===== config.mk =====
export PLATFORM = sky130hd
export DESIGN_NAME = fir_err_acc
export DESIGN_NICKNAME = d
export VERILOG_FILES = /design/src/rtl/fir_err_pkg.sv /design/src/rtl/sat_acc.sv /design/src/rtl/fir_err_acc.sv
export SDC_FILE = /design/constraint.sdc
export NUM_CORES = 1
export LEC_CHECK = 0
export CAP_MARGIN = 20
export CORE_MARGIN = 2
export CORE_UTILIZATION = 25
export DETAILED_ROUTE_END_ITERATION = 12
export GPL_TIMING_DRIVEN = 0
export PLACE_DENSITY = 0.41
export SYNTH_ARGS = -nofsm -noshare
export SYNTH_HDL_FRONTEND = slang
export SYNTH_SLANG_ARGS = --single-unit
export TNS_END_PERCENT = 20

===== constraint.sdc =====
create_clock -name clk -period 10 [get_ports clk]
set_input_delay 2.5 -clock clk [delete_from_list [all_inputs] [get_ports clk]]
set_output_delay 2.5 -clock clk [all_outputs]
set_load 0.01 [all_outputs]

===== src/rtl/fir_err_pkg.sv =====
// Shared types and width helpers for the FIR error-measurement stage.
package fir_err_pkg;

  typedef enum logic [2:0] {
    StIdle  = 3'd0,
    StSkip  = 3'd1,
    StAcc   = 3'd2,
    StFlush = 3'd3,
    StDone  = 3'd4
  } err_state_t;

  function automatic int max_int(input int a, input int b);
    return (a > b) ? a : b;
  endfunction

  function automatic int diff_wl(input int w);
    return w + 1;
  endfunction

  function automatic int sq_wl(input int w);
    return 2 * w + 2;
  endfunction

  function automatic int cnt_wl(input int skip_n, input int n_samples);
    return $clog2(max_int(skip_n, n_samples) + 1);
  endfunction

endpackage


===== src/rtl/sat_acc.sv =====
// Unsigned accumulator that clamps to all-ones on overflow and remembers it in a sticky flag.
module sat_acc
  import fir_err_pkg::*;
#(
  parameter int IN_WL  = 34,
  parameter int ACC_WL = 48
) (
  input  logic              clk,
  input  logic              rst,
  input  logic              clr,
  input  logic              en,
  input  logic [IN_WL-1:0]  din,
  output logic [ACC_WL-1:0] acc,
  output logic              sat
);

  // One spare bit above the wider operand catches the carry out of the ACC_WL-bit sum.
  localparam int SumWl = max_int(IN_WL, ACC_WL) + 1;

  logic [ACC_WL-1:0] acc_q, acc_d;
  logic              sat_q, sat_d;
  logic [SumWl-1:0]  sum;
  logic              ovf;

  always_comb begin
    sum   = SumWl'(acc_q) + SumWl'(din);
    ovf   = |sum[SumWl-1:ACC_WL];
    acc_d = acc_q;
    sat_d = sat_q;
    if (clr) begin
      acc_d = '0;
      sat_d = 1'b0;
    end else if (en) begin
      if (ovf) begin
        acc_d = '1;
        sat_d = 1'b1;
      end else begin
        acc_d = sum[ACC_WL-1:0];
      end
    end
  end

  always_ff @(posedge clk) begin
    if (rst) begin
      acc_q <= '0;
      sat_q <= 1'b0;
    end else begin
      acc_q <= acc_d;
      sat_q <= sat_d;
    end
  end

  assign acc = acc_q;
  assign sat = sat_q;

endmodule


===== src/rtl/fir_err_acc.sv =====
// Skips FIR fill samples, then accumulates sum of squared errors and peak |error| over one frame.
module fir_err_acc
  import fir_err_pkg::*;
#(
  parameter int DATA_INTE_WL = 4,
  parameter int DATA_FRAC_WL = 12,
  parameter int SKIP_N       = 30,
  parameter int N_SAMPLES    = 1024,
  parameter int ACC_WL       = 48
) (
  input  logic                                        clk,
  input  logic                                        rst,
  input  logic                                        start,
  input  logic signed [DATA_INTE_WL+DATA_FRAC_WL-1:0] data_in,
  input  logic signed [DATA_INTE_WL+DATA_FRAC_WL-1:0] ref_in,
  input  logic                                        in_valid,
  output logic                                        busy,
  output logic                                        done,
  output logic [ACC_WL-1:0]                           err_sum,
  output logic [DATA_INTE_WL+DATA_FRAC_WL:0]          err_max,
  output logic                                        sat
);

  localparam int W  = DATA_INTE_WL + DATA_FRAC_WL;
  localparam int DW = diff_wl(W);
  localparam int SW = sq_wl(W);
  localparam int CW = cnt_wl(SKIP_N, N_SAMPLES);

  localparam logic [CW-1:0] SkipLast = CW'((SKIP_N > 0) ? SKIP_N - 1 : 0);
  localparam logic [CW-1:0] AccLast  = CW'(N_SAMPLES - 1);

  err_state_t    state_q, state_d;
  logic [CW-1:0] skip_cnt_q, skip_cnt_d;
  logic [CW-1:0] acc_cnt_q, acc_cnt_d;
  logic          s1_valid_q, s1_valid_d;
  logic [DW-1:0] s1_abs_q, s1_abs_d;
  logic [DW-1:0] err_max_q, err_max_d;
  logic [DW-1:0] diff;
  logic [SW-1:0] sq;
  logic          clr;
  logic          accept;

  always_comb begin
    state_d    = state_q;
    skip_cnt_d = skip_cnt_q;
    acc_cnt_d  = acc_cnt_q;
    clr        = 1'b0;
    accept     = 1'b0;
    unique case (state_q)
      StIdle, StDone: begin
        if (start) begin
          clr        = 1'b1;
          skip_cnt_d = '0;
          acc_cnt_d  = '0;
          state_d    = (SKIP_N == 0) ? StAcc : StSkip;
        end
      end
      StSkip: begin
        if (in_valid) begin
          skip_cnt_d = skip_cnt_q + 1'b1;
          if (skip_cnt_q == SkipLast) state_d = StAcc;
        end
      end
      StAcc: begin
        if (in_valid) begin
          accept    = 1'b1;
          acc_cnt_d = acc_cnt_q + 1'b1;
          if (acc_cnt_q == AccLast) state_d = StFlush;
        end
      end
      StFlush: state_d = StDone;
      default: state_d = StIdle;
    endcase
  end

  // Stage 1: exact W+1 bit difference; negating -2^W still yields the right unsigned magnitude.
  always_comb begin
    diff       = {data_in[W-1], data_in} - {ref_in[W-1], ref_in};
    s1_abs_d   = diff[DW-1] ? (~diff + 1'b1) : diff;
    s1_valid_d = accept;
  end

  // Stage 2: square and peak tracking, both fed by the registered magnitude.
  always_comb begin
    sq        = SW'(s1_abs_q) * SW'(s1_abs_q);
    err_max_d = err_max_q;
    if (clr) begin
      err_max_d = '0;
    end else if (s1_valid_q && (s1_abs_q > err_max_q)) begin
      err_max_d = s1_abs_q;
    end
  end

  always_ff @(posedge clk) begin
    if (rst) begin
      state_q    <= StIdle;
      skip_cnt_q <= '0;
      acc_cnt_q  <= '0;
      s1_valid_q <= 1'b0;
      s1_abs_q   <= '0;
      err_max_q  <= '0;
    end else begin
      state_q    <= state_d;
      skip_cnt_q <= skip_cnt_d;
      acc_cnt_q  <= acc_cnt_d;
      s1_valid_q <= s1_valid_d;
      s1_abs_q   <= s1_abs_d;
      err_max_q  <= err_max_d;
    end
  end

  sat_acc #(
    .IN_WL  (SW),
    .ACC_WL (ACC_WL)
  ) u_sat_acc (
    .clk (clk),
    .rst (rst),
    .clr (clr),
    .en  (s1_valid_q),
    .din (sq),
    .acc (err_sum),
    .sat (sat)
  );

  assign busy    = (state_q == StSkip) || (state_q == StAcc) || (state_q == StFlush);
  assign done    = (state_q == StDone);
  assign err_max = err_max_q;

endmodule


==> qor.yml, run 1 <==
outcome: "complete, no violations"
synthCells: 1788
finalSetupTns_ns: 0
dpl.cell_count: 2673
cp.arrival_ns: 8.53
die-width_um: 251
syn_nets: 2201
antenna_found_initial: 0
min-delay-start: "u_sat_acc.sat$_SDFFE_PP0P_"
syn_area_per_cell_sq_um: 8.50
finalHoldViolCount: 0
drt_iter0_markers: 660
synth_cell_types: 65
reg2reg_depth: 25
cts-root-buf: "clkbuf_16"
yosys_warnings: 0
ys_ff_latch: 109
ctsResizeCount: 0
dp_hpwl_um: 38700
drive_gt1_frac: 0.0257
wl_per_cell_um: 17.1
period_minus_slack_ns: 8.30
clock_path_buffers: 2
core_area_sq_mm: 0.0602
path_class: "register to register"
hp-class: "register to register"
ir_drop_mv: 0.182
cts_hold_buffers: 0
timing.fmax_mhz: 120
nets: 2315
die-area_sq_mm: 0.0628
gp_congestion: 0.864
vias: 12234
fin_cells: 2690
grt_max_degree: 20
post-route-drc-count: 0
fillers: 6474
max_cap_viol_count: 0
reg2reg_from: "s1_abs_q[5]$_SDFF_PP0_"
num_io_pins: 104
worst_slew_pin_slew_ns: 0.971
min_to: "u_sat_acc.sat$_SDFFE_PP0P_"
synth_edf_count: 0
r2r_setup_slack_ns: 1.70
post-route-period-util: 0.830
start_util: 0.252
worst_setup_path_start_kind: "register"
skew_ns: 0.0163
grt_pass1_vias: 13162
holdWs_ns: 0.452
cp_max_fo: 10
drt_first_pass_iters: 5
portBuffers: 102
vias_per_cell: 4.55
relSlewSlack: 0.353
drv_slew: 0
clock_latency_ns: 0.40
async_flop_share: 0
seq_area_frac_synth: 0.144
cts.sinks: 109
cts-htree-levels: 3
die_h_um: 251
worstReg2RegEnd: "u_sat_acc.acc[6]$_SDFFE_PP0P_"
synth.cell_area_sq_mm: 0.0152
post-route-util: 0.290
cp-startpoint: "s1_abs_q[5]$_SDFF_PP0_"
grt_pass1_wl_um: 73700
synth_ff_type: "dfxtp_1"
clk_pin_slew_ns: 0.09
crit_path_end_kind: "register"
synthToLayoutAreaGrowth_pct: 15.1
rsz0062_at_grt: "no"
power.density_mw_per_mm2: 191
cts_tree: "built"
rows: 90
cts_buffers: 9
min_path_cells: 2
power_mw: 3.34
routed_wl_um: 46000
p_leak_nw: 8.52
gr-total-overflow: 0
setup_viol: 0
required_ns: 10.23
ant_nets: 0
postCtsSetupBuffers: 0
track_usage: 0.153
-- worst max path at each step --
| stage | to |
|---|---|
| 6_report | u_sat_acc.acc[6]$_SDFFE_PP0P_ |
| 5_1_grt | u_sat_acc.acc[8]$_SDFFE_PP0P_ |
| 4_1_cts | u_sat_acc.acc[8]$_SDFFE_PP0P_ |
| 3_5_place_dp | u_sat_acc.acc[3]$_SDFFE_PP0P_ |
| 3_3_place_gp | u_sat_acc.acc[6]$_SDFFE_PP0P_ |
| 2_1_floorplan | u_sat_acc.acc[41]$_SDFFE_PP0P_ |
-- flip-flops by register name, indices dropped and copies added (netlist names) --
name and flops:
state_q 3, skip_cnt_q 11, s1_abs_q 17, acc_cnt_q 11, u_sat_acc.acc 48, err_max 17, s1_valid_q 1, u_sat_acc.sat 1
-- cells in the final DEF, fill, tap and decap left out, types with 10 or more instances in the layout --
| master | netlist | final |
|---|---|---|
| nand4_1 | 16 | 16 |
| a21o_1 | 26 | 26 |
| nor3_1 | 15 | 15 |
| or3_1 | 13 | 13 |
| a21oi_1 | 82 | 82 |
| inv_1 | 438 | 438 |
| and2_1 | 53 | 53 |
| nand3_1 | 17 | 17 |
| nor2_1 | 101 | 101 |
| clkbuf_1 | 49 | 49 |
| o21ai_0 | 69 | 69 |
| ha_1 | 154 | 154 |
| a31oi_1 | 40 | 40 |
| and3_1 | 13 | 13 |
| mux2i_1 | 20 | 20 |
| xnor2_1 | 43 | 43 |
| nand2b_1 | 10 | 10 |
| dfxtp_1 | 109 | 109 |
| fa_1 | 223 | 223 |
| nand2_1 | 132 | 132 |
| xor2_1 | 34 | 34 |
| clkdlybuf4s50_1 | 0 | 102 |
| buf_2 | 10 | 10 |
-- cell families (layout without fill, tap and decap cells) --
family	count (synthesis)	count (layout)	synth area share
compound gates	290	290	0.118
xor+xnor	77	77	0.0444
fa+ha+maj	377	377	0.421
buf+inv	501	620	0.125
flops	109	109	0.144
mux	23	23	0.0154
other cells	0	1	0
simple gates	411	411	0.133
-- worst max-delay path: stages (launching register included) --
cell	delay [ns]
dfxtp_1	0.52
clkbuf_1	0.50
clkbuf_1	0.52
nand2_1	0.16
fa_1	0.62
inv_1	0.08
fa_1	0.50
inv_1	0.05
fa_1	0.47
inv_1	0.05
fa_1	0.50
fa_1	0.55
inv_1	0.05
fa_1	0.53
inv_1	0.04
ha_1	0.27
clkbuf_1	0.23
a21oi_1	0.33
o21bai_1	0.13
a31oi_1	0.24
a31oi_1	0.27
o2111ai_1	0.30
a21o_1	0.14
buf_2	0.29
buf_1	0.60
a31oi_1	0.16
-- power breakdown --
part | internal (mW) | total (mW) | switching (mW) | leakage [nW]
sequential | 0.446 | 0.488 | 0.0419 | 0.882
clock | 0.173 | 0.371 | 0.198 | 0.138
combinational | 0.925 | 2.48 | 1.56 | 7.50
total | 1.54 | 3.34 | 1.79 | 8.52
-- per-stage QoR --
stage | instance area, sq um | setup slack, ns
floorplan | 15200 | 3.45
global placement | 17200 | 1.76
detailed placement | 17200 | 1.73
CTS | 17500 | 1.70
global route | 17500 | 1.20
finish | 17500 | 1.70
-- cells in the mapped netlist, types with 20 or more instances --
master	count	area (sq um)
a21o_1	26	195
a21oi_1	82	410
a31oi_1	40	250
and2_1	53	332
clkbuf_1	49	184
dfxtp_1	109	2180
fa_1	223	4460
ha_1	154	1930
inv_1	438	1640
mux2i_1	20	200
nand2_1	132	495
nor2_1	101	379
o21ai_0	69	345
xnor2_1	43	377
xor2_1	34	298
-- final cells by class --
type,instances,area (sq um),share of cell area
multi-input combinational,1178,11100,0.635
clock buffer,9,225,0.0129
clock inverter,7,58.8,0.00336
tap,782,978,0.0560
timing repair buffer,103,1030,0.0588
antenna,1,2.50,0.000143
buffer,63,256,0.0147
inverter,438,1640,0.0940
sequential,109,2180,0.125
-- routing by layer --
layer | wire [um] | share of wire | track usage
met1 | 20400 | 0.44 | 0.194
met2 | 22700 | 0.49 | 0.268
met3 | 1910 | 0.042 | 0.0238
met4 | 1000 | 0.022 | 0.0431
met5 | 0 | 0 | 0
No activity file was read; power rests on OpenSTA's default activity.
==> run 2, diff against run 1 <==
clock period = 7.9 ns   (was 10 ns; I/O delays follow)
==> qor.yml, run 2 (synthesized netlist as in run 1, its figures left out) <==
outcome: "complete, no violations"
core_area_sq_mm: 0.0602
cts_buffers: 9
ant_nets: 0
final_cell_mix: "438 x inv_1, 223 x fa_1, 154 x ha_1"
path_class: "register to register"
min_path_cells: 2
ir_drop_mv: 0.231
wl_per_cell_um: 17.1
drt_first_pass_iters: 5
post-route-drc-count: 0
synthToLayoutAreaGrowth_pct: 15.4
max_cap_viol_count: 0
clock_latency_ns: 0.40
gp_congestion: 0.864
die-width_um: 251
gr-total-overflow: 0
antenna_found_initial: 0
reg2reg_depth: 25
drt_iter0_markers: 669
max_stage_delay_ns: 0.70
cts-root-buf: "clkbuf_16"
grt_pass1_vias: 13163
post-route-period-util: 0.950
cp.arrival_ns: 7.82
vias_per_cell: 4.55
cts_tree: "built"
worst_slew_pin_slew_ns: 1.01
rows: 90
cts-htree-levels: 3
power_mw: 4.24
postCtsSetupBuffers: 0
timing.fmax_mhz: 133
drive_gt1_frac: 0.0409
period_minus_slack_ns: 7.50
setup_viol: 0
cp_slowest_cell: "dfxtp_1"
crit_path_end_kind: "register"
routed_wl_um: 46000
final_common_cell: "inv_1"
cts_hold_buffers: 0
portBuffers: 102
relSlewSlack: 0.328
skew_ns: 0.0152
largest_register_ffs: 48
dp_hpwl_um: 38700
crit_top_cell: "fa_1"
finalSetupTns_ns: 0
drv_slew: 0
die-area_sq_mm: 0.0628
rsz0062_at_grt: "no"
clock_path_buffers: 2
worst_setup_path_start_kind: "register"
start_util: 0.252
die_h_um: 251
vias: 12240
grt_max_degree: 20
nets: 2314
hp-class: "register to register"
power.density_mw_per_mm2: 242
pre_cts_ws_ns: -0.369
num_io_pins: 104
fin_ws_ns: 0.397
ctsResizeCount: 6
p_leak_nw: 8.58
cts.sinks: 109
fin_area_sq_mm: 0.0175
finalHoldViolCount: 0
clk_pin_slew_ns: 0.08
required_ns: 8.22
track_usage: 0.153
cp_max_fo: 10
place_area_sq_mm: 0.0172
grt_pass1_wl_um: 73700
## run 2: worst max-delay path: cells and delay by family (launching register included)
| family | cells | cell delay (ns) |
|---|---|---|
| adders and majority gates | 7 | 3.39 |
| and+or+nand+nor | 6 | 1.34 |
| buffers and inverters | 8 | 1.03 |
| AOI/OAI and AO/OA | 4 | 0.95 |
| DFF | 1 | 0.70 |
## run 2: worst paths after layout
check | from | endpoint | slack (ns)
max | s1_abs_q[12]$_SDFF_PP0_ | u_sat_acc.acc[32]$_SDFFE_PP0P_ | 0.40
min | u_sat_acc.sat$_SDFFE_PP0P_ | u_sat_acc.sat$_SDFFE_PP0P_ | 0.45
max reg2reg | s1_abs_q[12]$_SDFF_PP0_ | u_sat_acc.acc[32]$_SDFFE_PP0P_ | 0.40
min reg2reg | u_sat_acc.sat$_SDFFE_PP0P_ | u_sat_acc.sat$_SDFFE_PP0P_ | 0.45
## run 2: through the flow
stage	cells	utilization	hold WS [ns]
floorplan	1788	-	0.454
global placement	2672	0.285	0.444
detailed placement	2673	0.285	0.440
CTS	2688	0.290	0.458
global route	2688	0.291	0.510
finish	2689	0.291	0.452
## run 2: where the power goes
part           internal, mW  switching, mW
logic                  1.18           1.97
clock network         0.219          0.250
registers             0.566         0.0527
total                  1.96           2.28
## run 2: final cells by class
type	count	area (sq um)
Inverter	438	1640
Clock inverter	7	58.8
Clock buffer	9	225
Antenna cell	1	2.50
Multi-Input combinational cell	1178	11100
Sequential cell	109	2190
Tap cell	782	978
Timing Repair Buffer	103	1030
Fill cell	6475	42700
Buffer	62	280
## run 2: routing by layer
metal | GRT usage | up-vias | share of wire
met5 | 0 | - | 0
met4 | 0.0431 | 0 | 0.022
met3 | 0.0238 | 41 | 0.042
met2 | 0.268 | 239 | 0.49
met1 | 0.194 | 6098 | 0.44
li1 | - | 5862 | -
==> run 3, diff against run 2 <==
HOLD_SLACK_MARGIN = 0.05   (was default)
clock period = 9.4 ns   (was 7.9 ns; I/O delays follow)
==> results of run 3 <==
The final DEF is identical to that of run 1. Status: complete, no violations.
Among the figures that moved: setup slack after placement 1.73 ns -> 1.13 ns; setup slack after layout 1.70 ns -> 1.10 ns; register-to-register setup slack 1.70 ns -> 1.10 ns; total power 3.34 mW -> 3.55 mW; worst IR drop on VDD 0.182 mV -> 0.193 mV
